`src/rtl/buck_pwm_latch_blank.sv`:
```
// buck_pwm_latch_blank: fixed-frequency PWM latch with leading-edge blanking, deglitched trip, OCP, min-on, max-duty and pulse skip
//   clk        loop clock
//   rstn       asynchronous active-low reset
//   CELV/CELG/SUB  supply, ground and substrate pins (no logic function)
//   en         regulator enable, synchronous to clk
//   comp_trip  asynchronous PWM comparator output (2-flop synchronized, deglitched)
//   ocp_trip   asynchronous overcurrent comparator output (2-flop synchronized)
//   pwm        registered pulse to the loop inverter
//   cyc_start  one-clock pulse at each period start
//   maxduty    one-clock pulse when the pulse is ended by the on-time limit
//   skip       one-clock pulse when a period is skipped
//   ocp_flag   set on an OCP termination, cleared at the next cyc_start
module buck_pwm_latch_blank #(
    parameter int PERIOD   = 100,
    parameter int BLANK    = 6,
    parameter int MIN_ON   = 8,
    parameter int MAX_ON   = 90,
    parameter int DEGLITCH = 2,
    parameter int CNT_W    = 8
) (
    input  logic clk,
    input  logic rstn,
    input  logic CELV,
    input  logic CELG,
    input  logic SUB,
    input  logic en,
    input  logic comp_trip,
    input  logic ocp_trip,
    output logic pwm,
    output logic cyc_start,
    output logic maxduty,
    output logic skip,
    output logic ocp_flag
);
    localparam int DG_W = (DEGLITCH < 2) ? 1 : $clog2(DEGLITCH + 1);
    localparam logic [CNT_W-1:0] L_LAST  = CNT_W'(PERIOD - 1);
    localparam logic [CNT_W-1:0] L_BLANK = CNT_W'(BLANK);
    localparam logic [CNT_W-1:0] L_MIN   = CNT_W'(MIN_ON);
    localparam logic [CNT_W-1:0] L_MAX   = CNT_W'(MAX_ON);
    localparam logic [CNT_W-1:0] L_SAT   = '1;
    localparam logic [DG_W-1:0]  L_DG    = DG_W'(DEGLITCH);

    if (MIN_ON < BLANK || MAX_ON > PERIOD - 4 || PERIOD - 1 >= 2 ** CNT_W) begin : g_bad_params
        $error("buck_pwm_latch_blank: illegal parameter combination");
    end

    typedef enum logic [1:0] {S_IDLE, S_BLANK, S_ON, S_OFF} state_t;

    state_t           r_state, w_next;
    logic             r_comp_s1, r_comp_s2, r_ocp_s1, r_ocp_s2, r_ocp_v;
    logic [DG_W-1:0]  r_dg_cnt;
    logic [CNT_W-1:0] r_cnt, r_on_cnt;
    logic             r_pwm, r_cyc_start, r_maxduty, r_skip, r_ocp_flag;
    logic             w_trip_v, w_start, w_next_on, w_skip, w_max, w_ocp_end;
    logic             w_unused;

    assign w_unused  = &{1'b0, CELV, CELG, SUB};
    assign w_trip_v  = r_dg_cnt >= L_DG;
    assign w_start   = en && (r_cnt == '0);
    assign w_next_on = (w_next == S_BLANK) || (w_next == S_ON);

    // Synchronizers and trip filters run regardless of state; blanking only masks their effect
    always_ff @(posedge clk or negedge rstn) begin
        if (!rstn) begin
            r_comp_s1 <= 1'b0;
            r_comp_s2 <= 1'b0;
            r_ocp_s1  <= 1'b0;
            r_ocp_s2  <= 1'b0;
            r_ocp_v   <= 1'b0;
            r_dg_cnt  <= '0;
        end else begin
            r_comp_s1 <= comp_trip;
            r_comp_s2 <= r_comp_s1;
            r_ocp_s1  <= ocp_trip;
            r_ocp_s2  <= r_ocp_s1;
            r_ocp_v   <= r_ocp_s2;
            r_dg_cnt  <= !r_comp_s2 ? '0 : (w_trip_v ? r_dg_cnt : r_dg_cnt + 1'b1);
        end
    end

    always_ff @(posedge clk or negedge rstn) begin
        if (!rstn) begin
            r_cnt <= '0;
        end else begin
            r_cnt <= (!en || r_cnt >= L_LAST) ? '0 : r_cnt + 1'b1;
        end
    end

    // OCP outranks the comparator trip, which outranks the on-time limit
    always_comb begin
        w_next    = r_state;
        w_skip    = 1'b0;
        w_max     = 1'b0;
        w_ocp_end = 1'b0;
        if (!en) begin
            w_next = S_IDLE;
        end else begin
            case (r_state)
                S_IDLE: begin
                    if (w_start) begin
                        w_next = w_trip_v ? S_OFF : S_BLANK;
                        w_skip = w_trip_v;
                    end
                end
                S_BLANK: begin
                    if (r_on_cnt >= L_BLANK) w_next = S_ON;
                end
                S_ON: begin
                    if (r_ocp_v) begin
                        w_next    = S_OFF;
                        w_ocp_end = 1'b1;
                    end else if (w_trip_v && r_on_cnt >= L_MIN) begin
                        w_next = S_OFF;
                    end else if (r_on_cnt >= L_MAX) begin
                        w_next = S_OFF;
                        w_max  = 1'b1;
                    end
                end
                S_OFF: begin
                    if (r_cnt == L_LAST) w_next = S_IDLE;
                end
                default: w_next = S_IDLE;
            endcase
        end
    end

    // on_cnt is 1 on the first high clock so that it equals the edge index since the rise
    always_ff @(posedge clk or negedge rstn) begin
        if (!rstn) begin
            r_state     <= S_IDLE;
            r_pwm       <= 1'b0;
            r_cyc_start <= 1'b0;
            r_maxduty   <= 1'b0;
            r_skip      <= 1'b0;
            r_ocp_flag  <= 1'b0;
            r_on_cnt    <= '0;
        end else begin
            r_state     <= w_next;
            r_pwm       <= w_next_on;
            r_cyc_start <= w_start;
            r_maxduty   <= w_max;
            r_skip      <= w_skip;
            r_ocp_flag  <= w_ocp_end | (r_ocp_flag & ~w_start);
            r_on_cnt    <= !w_next_on ? '0 : (!r_pwm ? CNT_W'(1) : (r_on_cnt == L_SAT ? L_SAT : r_on_cnt + 1'b1));
        end
    end

    assign pwm       = r_pwm;
    assign cyc_start = r_cyc_start;
    assign maxduty   = r_maxduty;
    assign skip      = r_skip;
    assign ocp_flag  = r_ocp_flag;
endmodule

```
`config.mk`:
```
export PLATFORM = sky130hd
export DESIGN_NAME = buck_pwm_latch_blank
export DESIGN_NICKNAME = d
export VERILOG_FILES = /design/src/rtl/buck_pwm_latch_blank.sv
export SDC_FILE = /design/constraint.sdc
export NUM_CORES = 1
export LEC_CHECK = 0
export ABC_AREA = 1
export BUFFER_PORTS_ARGS = -buffer_cell sky130_fd_sc_hd__buf_2
export CAP_MARGIN = 20
export CORE_ASPECT_RATIO = 1.5
export CORE_MARGIN = 5
export CORE_UTILIZATION = 45
export CTS_BUF_LIST = sky130_fd_sc_hd__clkbuf_4 sky130_fd_sc_hd__clkbuf_8 sky130_fd_sc_hd__clkbuf_16
export DETAILED_ROUTE_END_ITERATION = 8
export SLEW_MARGIN = 20
export SYNTH_ARGS = -nofsm -noshare
export SYNTH_HDL_FRONTEND = slang
export SYNTH_SLANG_ARGS = --single-unit
```
`constraint.sdc`:
```
create_clock -name clk -period 4.8 [get_ports clk]
set_input_delay 1.44 -clock clk [delete_from_list [all_inputs] [get_ports clk]]
set_output_delay 1.44 -clock clk [all_outputs]
set_load 0.02 [all_outputs]
```
==> results.yml <==
synth:
  syn_inst: 181
  synth_top_flop_cell: "dfrtp_1"
  yosys-top-cells-area: "dfrtp_1, nand2_1, nor2_1"
  ys_types: 26
  synth.top_cell.area_share_pct: 50.8
  syn_area_mm2: 0.00148
  synth_seq_area_share_pct: 50.8
  synth.ff_latch_count: 30
  synth_common_cells: "nand2_1, nor2_1, dfrtp_1"
  synth_edf_count: 0
  yosys.area.top_type: "dfrtp_1"
  syn-num-nets: 194
  yosysWarnings: 0
  async_flop_share_pct: 100
  postSynthAreaPerCell_um2: 8.17
  yosysMostFrequentCell: "nand2_1"
grt:
  overflow: 0
  grt_start_max_net_pins: 31
  antenna_found_initial: 0
  grt_usage_pct: 13.8
  grt_pass1_wl_mm: 4.73
  grt_pass1_vias: 1193
route:
  ant_nets: 0
  drc_errors: 0
  drt_iter0_markers: 25
  routed_wl_mm: 2.68
  vias: 1128
  drtPass1Iterations: 4
  wl_per_cell_um: 11.3
  viasPerCell: 4.76
finish:
  fin_cells: 237
  drive_above_1_share_pct: 12.7
  fin_util_pct: 52.3
  n_antenna_cell: 0
  stdcell_area_mm2: 0.00165
  fin_nets: 210
  nFillCells: 321
  area_growth_pct: 11.8
  regArea_um2: 751
  multi_input_area_um2: 623
clock_tree:
  insertion_delay_ns: 0.28
  numCtsBuffers: 5
  cts.sinks: 30
  cts_tree: "yes"
  hold_buffers: 0
  postCtsSetupBuffers: 0
  root_buffer: "clkbuf_8"
  cts_max_path_buffers: 2
  ctsResizeCount: 0
  htree_levels: 2
  clk_pin_slew_ns: 0.06
setup_path:
  critPathRequiredTime_ns: 3.36
  worstPathArrival_ns: 0.96
  path_class: "flip-flop to output pin"
  cp.buffers_inverters: 1
  slowest_delay_ns: 0.47
  ff2ff_setup_slack_ns: 3.05
  cp_max_fo: 9
  crit_path_end_kind: "output pin"
  startpoint_type: "flip-flop"
  crit_chain: "buf_2"
  cpLargestDelayFamily: "flip-flops"
  critPathSlowestCell: "dfrtp_1"
sta:
  hold_viol: 0
  fin_tns_setup_ns: 0
  finalMaxSlewViolations: 0
  setup-violations-final: 0
  clock.fmax_mhz: 416
  worstMarginPinSlew_ns: 0.666
  relSlewSlack_pct: 55.6
  finClkSkew_ns: 0.00496
  period_needed_ns: 2.40
  grt_setup_unrepaired: "no"
  fin_crit_sh_pct: 50.1
pwr:
  leakagePower_nw: 0.878
  irDropWorstVdd_v: 0.000202
  p_per_area_mw_per_mm2: 376
  finalPower_mw: 0.621
placement:
  dpl_cell_area_mm2: 0.00157
  dpl.hpwl_mm: 2.01
  place.gp.congestion: 0.823
  placed_cells: 230
  place.port_buffers: 9
outcome:
  status: "complete, no violations"
floorplanning:
  rows: 25
  start_util_pct: 46.8
  core_area_mm2: 0.00316
  die_area_mm2: 0.00456
  die_width_um: 56.8
  dieHeight_um: 80.2
  ios: 13
min_path:
  hp-class: "flip-flop to flip-flop"
run:
  cap_violations: 0
[path summary, 6_finish.rpt]
check | from | endpoint | depth (start not counted)
min in group asynchronous | rstn | r_cnt[5] | 1
hold reg to reg | r_ocp_s2 | r_ocp_v | 0
max in group asynchronous | rstn | r_on_cnt[1] | 1
setup / recovery | pwm | pwm | 1
hold / removal | r_ocp_s2 | r_ocp_v | 0
setup reg to reg | r_dg_cnt[1] | r_on_cnt[0] | 10
[cells by family (layout without fill, tap and decap cells)]
kind of cell	Yosys count	count (layout)	synth area share, %
compound gates	16	16	6.60
simple gates	98	98	29.3
fa+ha+maj	5	5	4.23
other cells	1	1	0.254
flops	30	30	50.8
xor+xnor	3	3	1.78
buf+inv	28	44	7.11
[registers in the layout (all words and copies together) (netlist names)]
register	cells
cyc_start	1
r_dg_cnt	2
r_on_cnt	8
skip	1
r_state	2
r_ocp_s1	1
r_comp_s1	1
pwm	1
r_ocp_s2	1
maxduty	1
r_ocp_v	1
r_cnt	8
ocp_flag	1
r_comp_s2	1
[power breakdown]
group	internal, mW	switching (mW)	total [mW]
Clock	0.0969	0.0880	0.185
Combinational	0.0475	0.0848	0.132
Sequential	0.280	0.0237	0.304
[per-layer routing]
| layer | vias to the layer above | track usage [%] | wire, um |
|---|---|---|---|
| met5 | - | 0 | 0 |
| met4 | 0 | 9.28 | 59 |
| met3 | 7 | 4.50 | 110 |
| met2 | 17 | 25.8 | 1460 |
| met1 | 520 | 12.1 | 1050 |
| li1 | 584 | - | - |
[cell type report]
cell class              count  area share [%]
clock buffers               5            4.16
repair buffers              9            2.73
flip-flops and latches     30            45.4
multi-input cells         123            37.7
well taps                  40            3.03
inverters                  28            6.36
clock inverters             2           0.606
[placed cells by master (no fill, tap or decap)]
cell type  Yosys  final
o211ai_1       1      1
nor3_1         3      3
nand2_4        1      1
nor2_2         3      3
nand2_2        1      1
dfrtp_1       30     30
clkbuf_8       0      5
nor3b_1        2      2
nor2_1        35     35
a21boi_2       1      1
clkinv_2       0      2
nor2_4         1      1
o21bai_1       1      1
buf_2          0      9
o2111ai_1      1      1
inv_1         28     28
a21oi_1        4      4
nand3_1        9      9
xnor2_1        1      1
nand4_2        1      1
or2_0          1      1
o21ai_0        7      7
nand2_1       39     39
ha_1           5      5
or2_2          1      1
xor2_1         2      2
conb_1         1      1
nand3b_1       1      1
o21a_1         1      1
[through the flow]
step	setup slack (ns)	hold slack, ns
2_1_floorplan	2.49	0.331
3_3_place_gp	2.21	0.333
3_5_place_dp	2.21	0.335
4_1_cts	2.38	0.349
5_1_grt	2.33	0.355
6_report	2.40	0.345
(Power assumes the default switching activity.)
